## config.mk

```make
export PLATFORM = sky130hd
export DESIGN_NAME = iob_cache_write_through_buffer_flat
export DESIGN_NICKNAME = d
export VERILOG_FILES = /design/src/rtl/iob_cache_write_through_buffer_pkg.sv /design/src/rtl/iob_cache_write_through_buffer_if.sv /design/src/rtl/iob_cache_write_through_buffer_fifo.sv /design/src/rtl/iob_cache_write_through_buffer.sv /design/src/flat_wrapper.sv
export SDC_FILE = /design/constraint.sdc
export NUM_CORES = 1
export LEC_CHECK = 0
export CAP_MARGIN = 20
export CORE_MARGIN = 4
export CORE_UTILIZATION = 40
export CTS_BUF_LIST = sky130_fd_sc_hd__clkbuf_4
export CTS_CLUSTER_DIAMETER = 100
export CTS_CLUSTER_SIZE = 30
export DETAILED_ROUTE_END_ITERATION = 16
export SETUP_SLACK_MARGIN = 0.3
export SLEW_MARGIN = 5
export SYNTH_ARGS = -nofsm -noshare
export SYNTH_HDL_FRONTEND = slang
export SYNTH_SLANG_ARGS = --single-unit
```

## constraint.sdc

```tcl
create_clock -name clk -period 8.52 [get_ports clk]
set_input_delay 0.852 -clock clk [delete_from_list [all_inputs] [get_ports clk]]
set_output_delay 0.852 -clock clk [all_outputs]
set_load 0.02 [all_outputs]
```

## src/rtl/iob_cache_write_through_buffer_pkg.sv

```systemverilog
// Shared types and width helpers for the write-through buffer.
// Replaces the NBYTES/NBYTES_W macros of the shared cache header.
package iob_cache_write_through_buffer_pkg;

  typedef enum logic {
    IDLE = 1'b0,
    BUSY = 1'b1
  } wtb_state_t;

  function automatic int unsigned wtb_nbytes(input int unsigned data_w);
    return data_w / 8;
  endfunction

  function automatic int unsigned wtb_nbytes_w(input int unsigned data_w);
    return $clog2(data_w / 8);
  endfunction

endpackage

```

## src/rtl/iob_cache_write_through_buffer_if.sv

```systemverilog
// Front-end push port and back-end write channel of the write-through buffer.
interface iob_cache_write_through_buffer_if
  import iob_cache_write_through_buffer_pkg::*;
#(
  parameter int unsigned ADDR_W = 32,
  parameter int unsigned DATA_W = 32
);
  localparam int unsigned NBYTES   = wtb_nbytes(DATA_W);
  localparam int unsigned NBYTES_W = wtb_nbytes_w(DATA_W);

  logic                       push;
  logic [ADDR_W-NBYTES_W-1:0] push_addr;
  logic [DATA_W-1:0]          push_wdata;
  logic [NBYTES-1:0]          push_wstrb;
  logic                       full;
  logic                       empty;
  logic                       out_valid;
  logic [ADDR_W-NBYTES_W-1:0] out_addr;
  logic [DATA_W-1:0]          out_wdata;
  logic [NBYTES-1:0]          out_wstrb;
  logic                       out_ready;

  modport master (
    output push, push_addr, push_wdata, push_wstrb, out_ready,
    input  full, empty, out_valid, out_addr, out_wdata, out_wstrb
  );

  modport slave (
    input  push, push_addr, push_wdata, push_wstrb, out_ready,
    output full, empty, out_valid, out_addr, out_wdata, out_wstrb
  );

endinterface

```

## src/rtl/iob_cache_write_through_buffer_fifo.sv

```systemverilog
// Circular store of pending word writes; head entry is read combinationally.
module iob_cache_wtb_fifo
  import iob_cache_write_through_buffer_pkg::*;
#(
  parameter int unsigned ADDR_W  = 32,
  parameter int unsigned DATA_W  = 32,
  parameter int unsigned DEPTH_W = 2
) (
  input  logic                                     clk,
  input  logic                                     reset,
  input  logic                                     push,
  input  logic [ADDR_W-wtb_nbytes_w(DATA_W)-1:0]   push_addr,
  input  logic [DATA_W-1:0]                        push_wdata,
  input  logic [wtb_nbytes(DATA_W)-1:0]            push_wstrb,
  input  logic                                     pop,
  output logic                                     push_accepted,
  output logic                                     full,
  output logic [DEPTH_W:0]                         level,
  output logic [ADDR_W-wtb_nbytes_w(DATA_W)-1:0]   out_addr,
  output logic [DATA_W-1:0]                        out_wdata,
  output logic [wtb_nbytes(DATA_W)-1:0]            out_wstrb
);
  localparam int unsigned NBYTES   = wtb_nbytes(DATA_W);
  localparam int unsigned NBYTES_W = wtb_nbytes_w(DATA_W);
  localparam int unsigned WORD_W   = ADDR_W - NBYTES_W;
  localparam int unsigned DEPTH    = 2 ** DEPTH_W;
  localparam int unsigned CNT_W    = DEPTH_W + 1;

  logic [WORD_W-1:0] addr_mem  [DEPTH];
  logic [DATA_W-1:0] wdata_mem [DEPTH];
  logic [NBYTES-1:0] wstrb_mem [DEPTH];

  logic [DEPTH_W-1:0] wr_ptr;
  logic [DEPTH_W-1:0] rd_ptr;
  logic [CNT_W-1:0]   count;

  // full is taken from the registered count, so a same-cycle pop never frees room
  assign full          = (count == CNT_W'(DEPTH));
  assign push_accepted = push & ~full;
  assign level         = count;

  assign out_addr  = addr_mem[rd_ptr];
  assign out_wdata = wdata_mem[rd_ptr];
  assign out_wstrb = wstrb_mem[rd_ptr];

  always_ff @(posedge clk or posedge reset) begin
    if (reset) begin
      for (int unsigned i = 0; i < DEPTH; i++) begin
        addr_mem[i]  <= '0;
        wdata_mem[i] <= '0;
        wstrb_mem[i] <= '0;
      end
    end else if (push_accepted) begin
      addr_mem[wr_ptr]  <= push_addr;
      wdata_mem[wr_ptr] <= push_wdata;
      wstrb_mem[wr_ptr] <= push_wstrb;
    end
  end

  always_ff @(posedge clk or posedge reset) begin
    if (reset) begin
      wr_ptr <= '0;
      rd_ptr <= '0;
      count  <= '0;
    end else begin
      if (push_accepted) wr_ptr <= wr_ptr + 1'b1;
      if (pop)           rd_ptr <= rd_ptr + 1'b1;
      count <= count + CNT_W'(push_accepted) - CNT_W'(pop);
    end
  end

endmodule

```

## src/rtl/iob_cache_write_through_buffer.sv

```systemverilog
// Write-through buffer: queues front-end stores and drains them in order
// into the back-end write channel, holding the head until completion.
module iob_cache_write_through_buffer
  import iob_cache_write_through_buffer_pkg::*;
#(
  parameter int unsigned ADDR_W  = 32,
  parameter int unsigned DATA_W  = 32,
  parameter int unsigned DEPTH_W = 2
) (
  input logic                               clk,
  input logic                               reset,
  iob_cache_write_through_buffer_if.slave   bus
);
  localparam int unsigned CNT_W = DEPTH_W + 1;

  wtb_state_t       state;
  wtb_state_t       state_nxt;
  logic [CNT_W-1:0] level;
  logic [CNT_W-1:0] count_after_pop;
  logic             push_accepted;
  logic             pop;
  logic             full;
  logic             out_valid;

  iob_cache_wtb_fifo #(
    .ADDR_W  (ADDR_W),
    .DATA_W  (DATA_W),
    .DEPTH_W (DEPTH_W)
  ) fifo (
    .clk           (clk),
    .reset         (reset),
    .push          (bus.push),
    .push_addr     (bus.push_addr),
    .push_wdata    (bus.push_wdata),
    .push_wstrb    (bus.push_wstrb),
    .pop           (pop),
    .push_accepted (push_accepted),
    .full          (full),
    .level         (level),
    .out_addr      (bus.out_addr),
    .out_wdata     (bus.out_wdata),
    .out_wstrb     (bus.out_wstrb)
  );

  assign bus.full      = full;
  assign bus.out_valid = out_valid;
  assign bus.empty     = (level == '0) && (state == IDLE);

  always_ff @(posedge clk or posedge reset) begin
    if (reset) state <= IDLE;
    else       state <= state_nxt;
  end

  // In BUSY the channel is already working on the head; valid tells it
  // whether another entry follows the one completing this cycle.
  always_comb begin
    state_nxt       = state;
    pop             = 1'b0;
    out_valid       = 1'b0;
    count_after_pop = level - CNT_W'(bus.out_ready) + CNT_W'(push_accepted);
    unique case (state)
      IDLE: begin
        out_valid = (level != '0);
        if (out_valid && bus.out_ready) state_nxt = BUSY;
      end
      BUSY: begin
        out_valid = (count_after_pop != '0);
        pop       = bus.out_ready;
        if (count_after_pop == '0) state_nxt = IDLE;
      end
      default: state_nxt = IDLE;
    endcase
  end

endmodule
```

## src/flat_wrapper.sv

```systemverilog
// flat-port wrapper written by rule: the top's interface ports become plain ports
module iob_cache_write_through_buffer_flat import iob_cache_write_through_buffer_pkg::*;
#(
  parameter int unsigned ADDR_W  = 32,
  parameter int unsigned DATA_W  = 32,
  parameter int unsigned DEPTH_W = 2
)
  (clk, reset, bus_push, bus_push_addr, bus_push_wdata, bus_push_wstrb, bus_out_ready, bus_full, bus_empty, bus_out_valid, bus_out_addr, bus_out_wdata, bus_out_wstrb);
  iob_cache_write_through_buffer_if #(.ADDR_W(ADDR_W), .DATA_W(DATA_W)) bus_i ();
  input logic clk;
  input logic reset;
  input wire logic [$bits(bus_i.push)-1:0] bus_push;
  input wire logic [$bits(bus_i.push_addr)-1:0] bus_push_addr;
  input wire logic [$bits(bus_i.push_wdata)-1:0] bus_push_wdata;
  input wire logic [$bits(bus_i.push_wstrb)-1:0] bus_push_wstrb;
  input wire logic [$bits(bus_i.out_ready)-1:0] bus_out_ready;
  output wire logic [$bits(bus_i.full)-1:0] bus_full;
  output wire logic [$bits(bus_i.empty)-1:0] bus_empty;
  output wire logic [$bits(bus_i.out_valid)-1:0] bus_out_valid;
  output wire logic [$bits(bus_i.out_addr)-1:0] bus_out_addr;
  output wire logic [$bits(bus_i.out_wdata)-1:0] bus_out_wdata;
  output wire logic [$bits(bus_i.out_wstrb)-1:0] bus_out_wstrb;
  assign bus_i.push = bus_push;
  assign bus_i.push_addr = bus_push_addr;
  assign bus_i.push_wdata = bus_push_wdata;
  assign bus_i.push_wstrb = bus_push_wstrb;
  assign bus_i.out_ready = bus_out_ready;
  assign bus_full = bus_i.full;
  assign bus_empty = bus_i.empty;
  assign bus_out_valid = bus_i.out_valid;
  assign bus_out_addr = bus_i.out_addr;
  assign bus_out_wdata = bus_i.out_wdata;
  assign bus_out_wstrb = bus_i.out_wstrb;
  iob_cache_write_through_buffer #(.ADDR_W(ADDR_W), .DATA_W(DATA_W), .DEPTH_W(DEPTH_W)) u_core (.clk(clk), .reset(reset), .bus(bus_i));
endmodule
```

==> flow_summary.json <==
{
  "routed-wl-met2_mm": 13.67,
  "critPathLaunchType": "flop",
  "number_of_global_route_vias_before_repair": 7551,
  "dp.cells": 1190,
  "yosys.cell_types.count": 23,
  "cts-hold-fix-buffers": 0,
  "wl_mm": 26.06,
  "overflow": 0,
  "met3RoutedLength_mm": 1.095,
  "drt.antenna.violating_nets": 0,
  "highest-signal-layer": "met5",
  "final_hold_viol_count": 0,
  "synthTopCellsByCount": "dfrtp_1 (272), mux2_2 (265), mux4_2 (66)",
  "upper_clock_frequency_limit_mhz": 223.7,
  "total_of_fill_cells_in_the_finished_design": 2537,
  "ff_latch_area_um2": 6814,
  "critical_path.endpoint_type": "primary output",
  "synth-warning-count": 0,
  "final_period_minus_worst_setup_slack_ns": 4.471,
  "final.hold.worst_slack_ns": 0.4962,
  "cts.sinks": 272,
  "area_delta_synth_final_pct": 16.33,
  "post_layout_nonfiller_instances": 1212,
  "ctsHtreeMaxLevel": 1,
  "synth-edff-count": 0,
  "drt_iter0_drc": 309,
  "post-synth-top-area-fraction_pct": 56.89,
  "cts-root-buf": "clkbuf_4",
  "critPathArrivalTime_ns": 3.62,
  "synth.largest_area_cell": "dfrtp_1",
  "initial_utilization_pct": 40.47,
  "synth_top_flop_cell": "dfrtp_1",
  "gpl.final_weighted_congestion": 0.7657,
  "initial_antenna_violation_count": 2,
  "status": "complete, no violations",
  "chipHeight_um": 180.9,
  "nets": 897,
  "grt_start_max_net_pins": 137,
  "fp.dieW_um": 180.9,
  "design.core.area_um2": 29560,
  "worstHoldPathType": "primary input to async pin",
  "syn-cell-area_um2": 11960,
  "place_hpwl_mm": 16.75,
  "rows": 63,
  "setup_total_negative_slack_ns": 0,
  "yosys-top-cells-area": "dfrtp_1 (57%), mux2_2 (25%), mux4_2 (12%)",
  "port-buffer-count": 138,
  "relSlewSlack_pct": 48.18,
  "clk_pin_slew_ns": 0.28,
  "grt_usage_pct": 16.16,
  "cts_resized": 0,
  "setup_skew_after_layout_ns": 0.02381,
  "period_share_pct": 52.48,
  "pre_cts_ws_ns": 4.428,
  "postLayoutSetupSlackWorst_ns": 4.049,
  "powerDensity_nw_per_um2": 426.7,
  "ys_ff_latch": 272,
  "type_of_the_setup_path_with_the_least_slack": "flop to primary output",
  "routedLengthMet1_mm": 10.90,
  "clock_path_buffers": 3,
  "postSynth.asyncResetShare_pct": 100.0,
  "path_max_fanout": 6,
  "num_vias": 6407,
  "grt_setup_unrepaired": "false",
  "clk-insertion-delay-late_ns": 0.68,
  "post-synth-top-count-cell": "dfrtp_1",
  "netlist_instances": 693,
  "p_leak_nw": 5.547,
  "multi_input_comb_area_um2": 4812,
  "timing.final.setup_violations": 0,
  "cts.repair_timing.setup_buffer_count": 0,
  "mappedNetlistNets": 773,
  "finalMaxSlewViolations": 0,
  "irDropWorstVdd_uv": 250.3,
  "die_area_um2": 32740,
  "ys_seq_area_share_pct": 56.89,
  "drt_first_pass_iters": 4,
  "route.detailed.drc": 0,
  "drive_gt1_share_pct": 45.24,
  "post_synth.cell_area_avg_um2": 17.26,
  "post_drt_wl_per_cell_um": 21.50,
  "drt-vias-per-instance": 5.286,
  "boundaryPins": 139,
  "first_pass_grt_wire_length_mm": 42.71,
  "cts_buffers": 13,
  "maxCapViolCount": 0,
  "worstMarginPinSlew_ns": 0.7772,
  "tritoncts": "built",
  "cp.required_ns": 7.67
}
[through the flow]
stage / total power, mW / util, % / cell area (µm²)
after floorplan: 4.380 / - / 11970
after global placement: 5.347 / 46.04 / 13610
after detailed placement: 5.538 / 46.36 / 13700
after CTS: 6.033 / 46.90 / 13860
after global routing: 6.318 / 47.08 / 13920
final: 5.938 / 47.08 / 13920
[cell families (layout without fill, tap and decap cells)]
logic type | after synthesis | in the layout | synth area share, %
fa+ha+maj | 10 | 10 | 1.171
compound gates | 4 | 4 | 0.2301
simple gates | 17 | 17 | 0.7635
xor+xnor | 6 | 6 | 0.4392
other cells | 0 | 2 | 0
flops | 272 | 272 | 56.89
buf+inv | 53 | 180 | 3.138
mux | 331 | 331 | 37.37
[worst max-delay path, cell delays in order, from the launching register on]
cell and delay [ns]:
dfrtp_1 0.54, nor3b_4 0.53, nor2b_1 0.22, ha_1 0.26, fa_1 0.44, xnor2_1 0.15
a31oi_1 0.17, clkdlybuf4s50_1 0.62
[layer usage]
metal / track usage (%) / vias to the layer above
met5: 0 / -
met2: 29.38 / 104
met4: 2.612 / 2
met1: 20.51 / 3494
li1: - / 2788
met3: 3.161 / 19
[final cells by class]
type / instances / share of cell area [%]
clock inverter: 5 / 0.4495
clock buffer: 13 / 0.7012
timing repair buffer: 152 / 11.47
antenna: 2 / 0.03596
inverter: 10 / 0.2967
sequential: 272 / 48.96
multi-input combinational: 368 / 34.58
tap: 390 / 3.506
[registers in the layout (all words and copies together), names as in the netlist]
name                   flops
u_core.fifo.wdata_mem    128
u_core.fifo.addr_mem     120
u_core.fifo.wstrb_mem     16
u_core.fifo.level          3
u_core.fifo.rd_ptr         2
u_core.fifo.wr_ptr         2
u_core.state               1
[path summary, 6_finish.rpt]
path | startpoint | endpoint | slack [ns] | cells past startpoint
min in group clk | u_core.fifo.wdata_mem[79] | u_core.fifo.wdata_mem[79] | 0.54 | 1
worst max-delay path | u_core.fifo.level[1] | bus_out_valid | 4.05 | 7
max in group asynchronous | reset | u_core.fifo.rd_ptr[1] | 6.87 | 3
worst min register to register | u_core.fifo.wdata_mem[79] | u_core.fifo.wdata_mem[79] | 0.54 | 1
worst min-delay path | reset | u_core.fifo.addr_mem[96] | 0.50 | 2
worst max register to register | u_core.fifo.wr_ptr[1] | u_core.fifo.addr_mem[60] | 5.92 | 7
[power by group]
group / internal [mW] / switching [mW] / leakage, nW
logic: 1.78 / 1.30 / 2.24
registers: 1.95 / 0.419 / 3.22
clock network: 0.109 / 0.381 / 0.0829
total: 3.84 / 2.10 / 5.55
[placed cells by master (no fill, tap or decap), types with 5 or more instances in the layout]
| cell type | n |
|---|---|
| buf_4 | 7 |
| clkbuf_4 | 13 |
| clkdlybuf4s50_1 | 138 |
| dfrtp_1 | 270 |
| ha_1 | 8 |
| inv_1 | 9 |
| mux2_2 | 265 |
| mux4_2 | 66 |
| nand2_1 | 6 |
| xnor2_1 | 5 |
(Power assumes the default switching activity.)
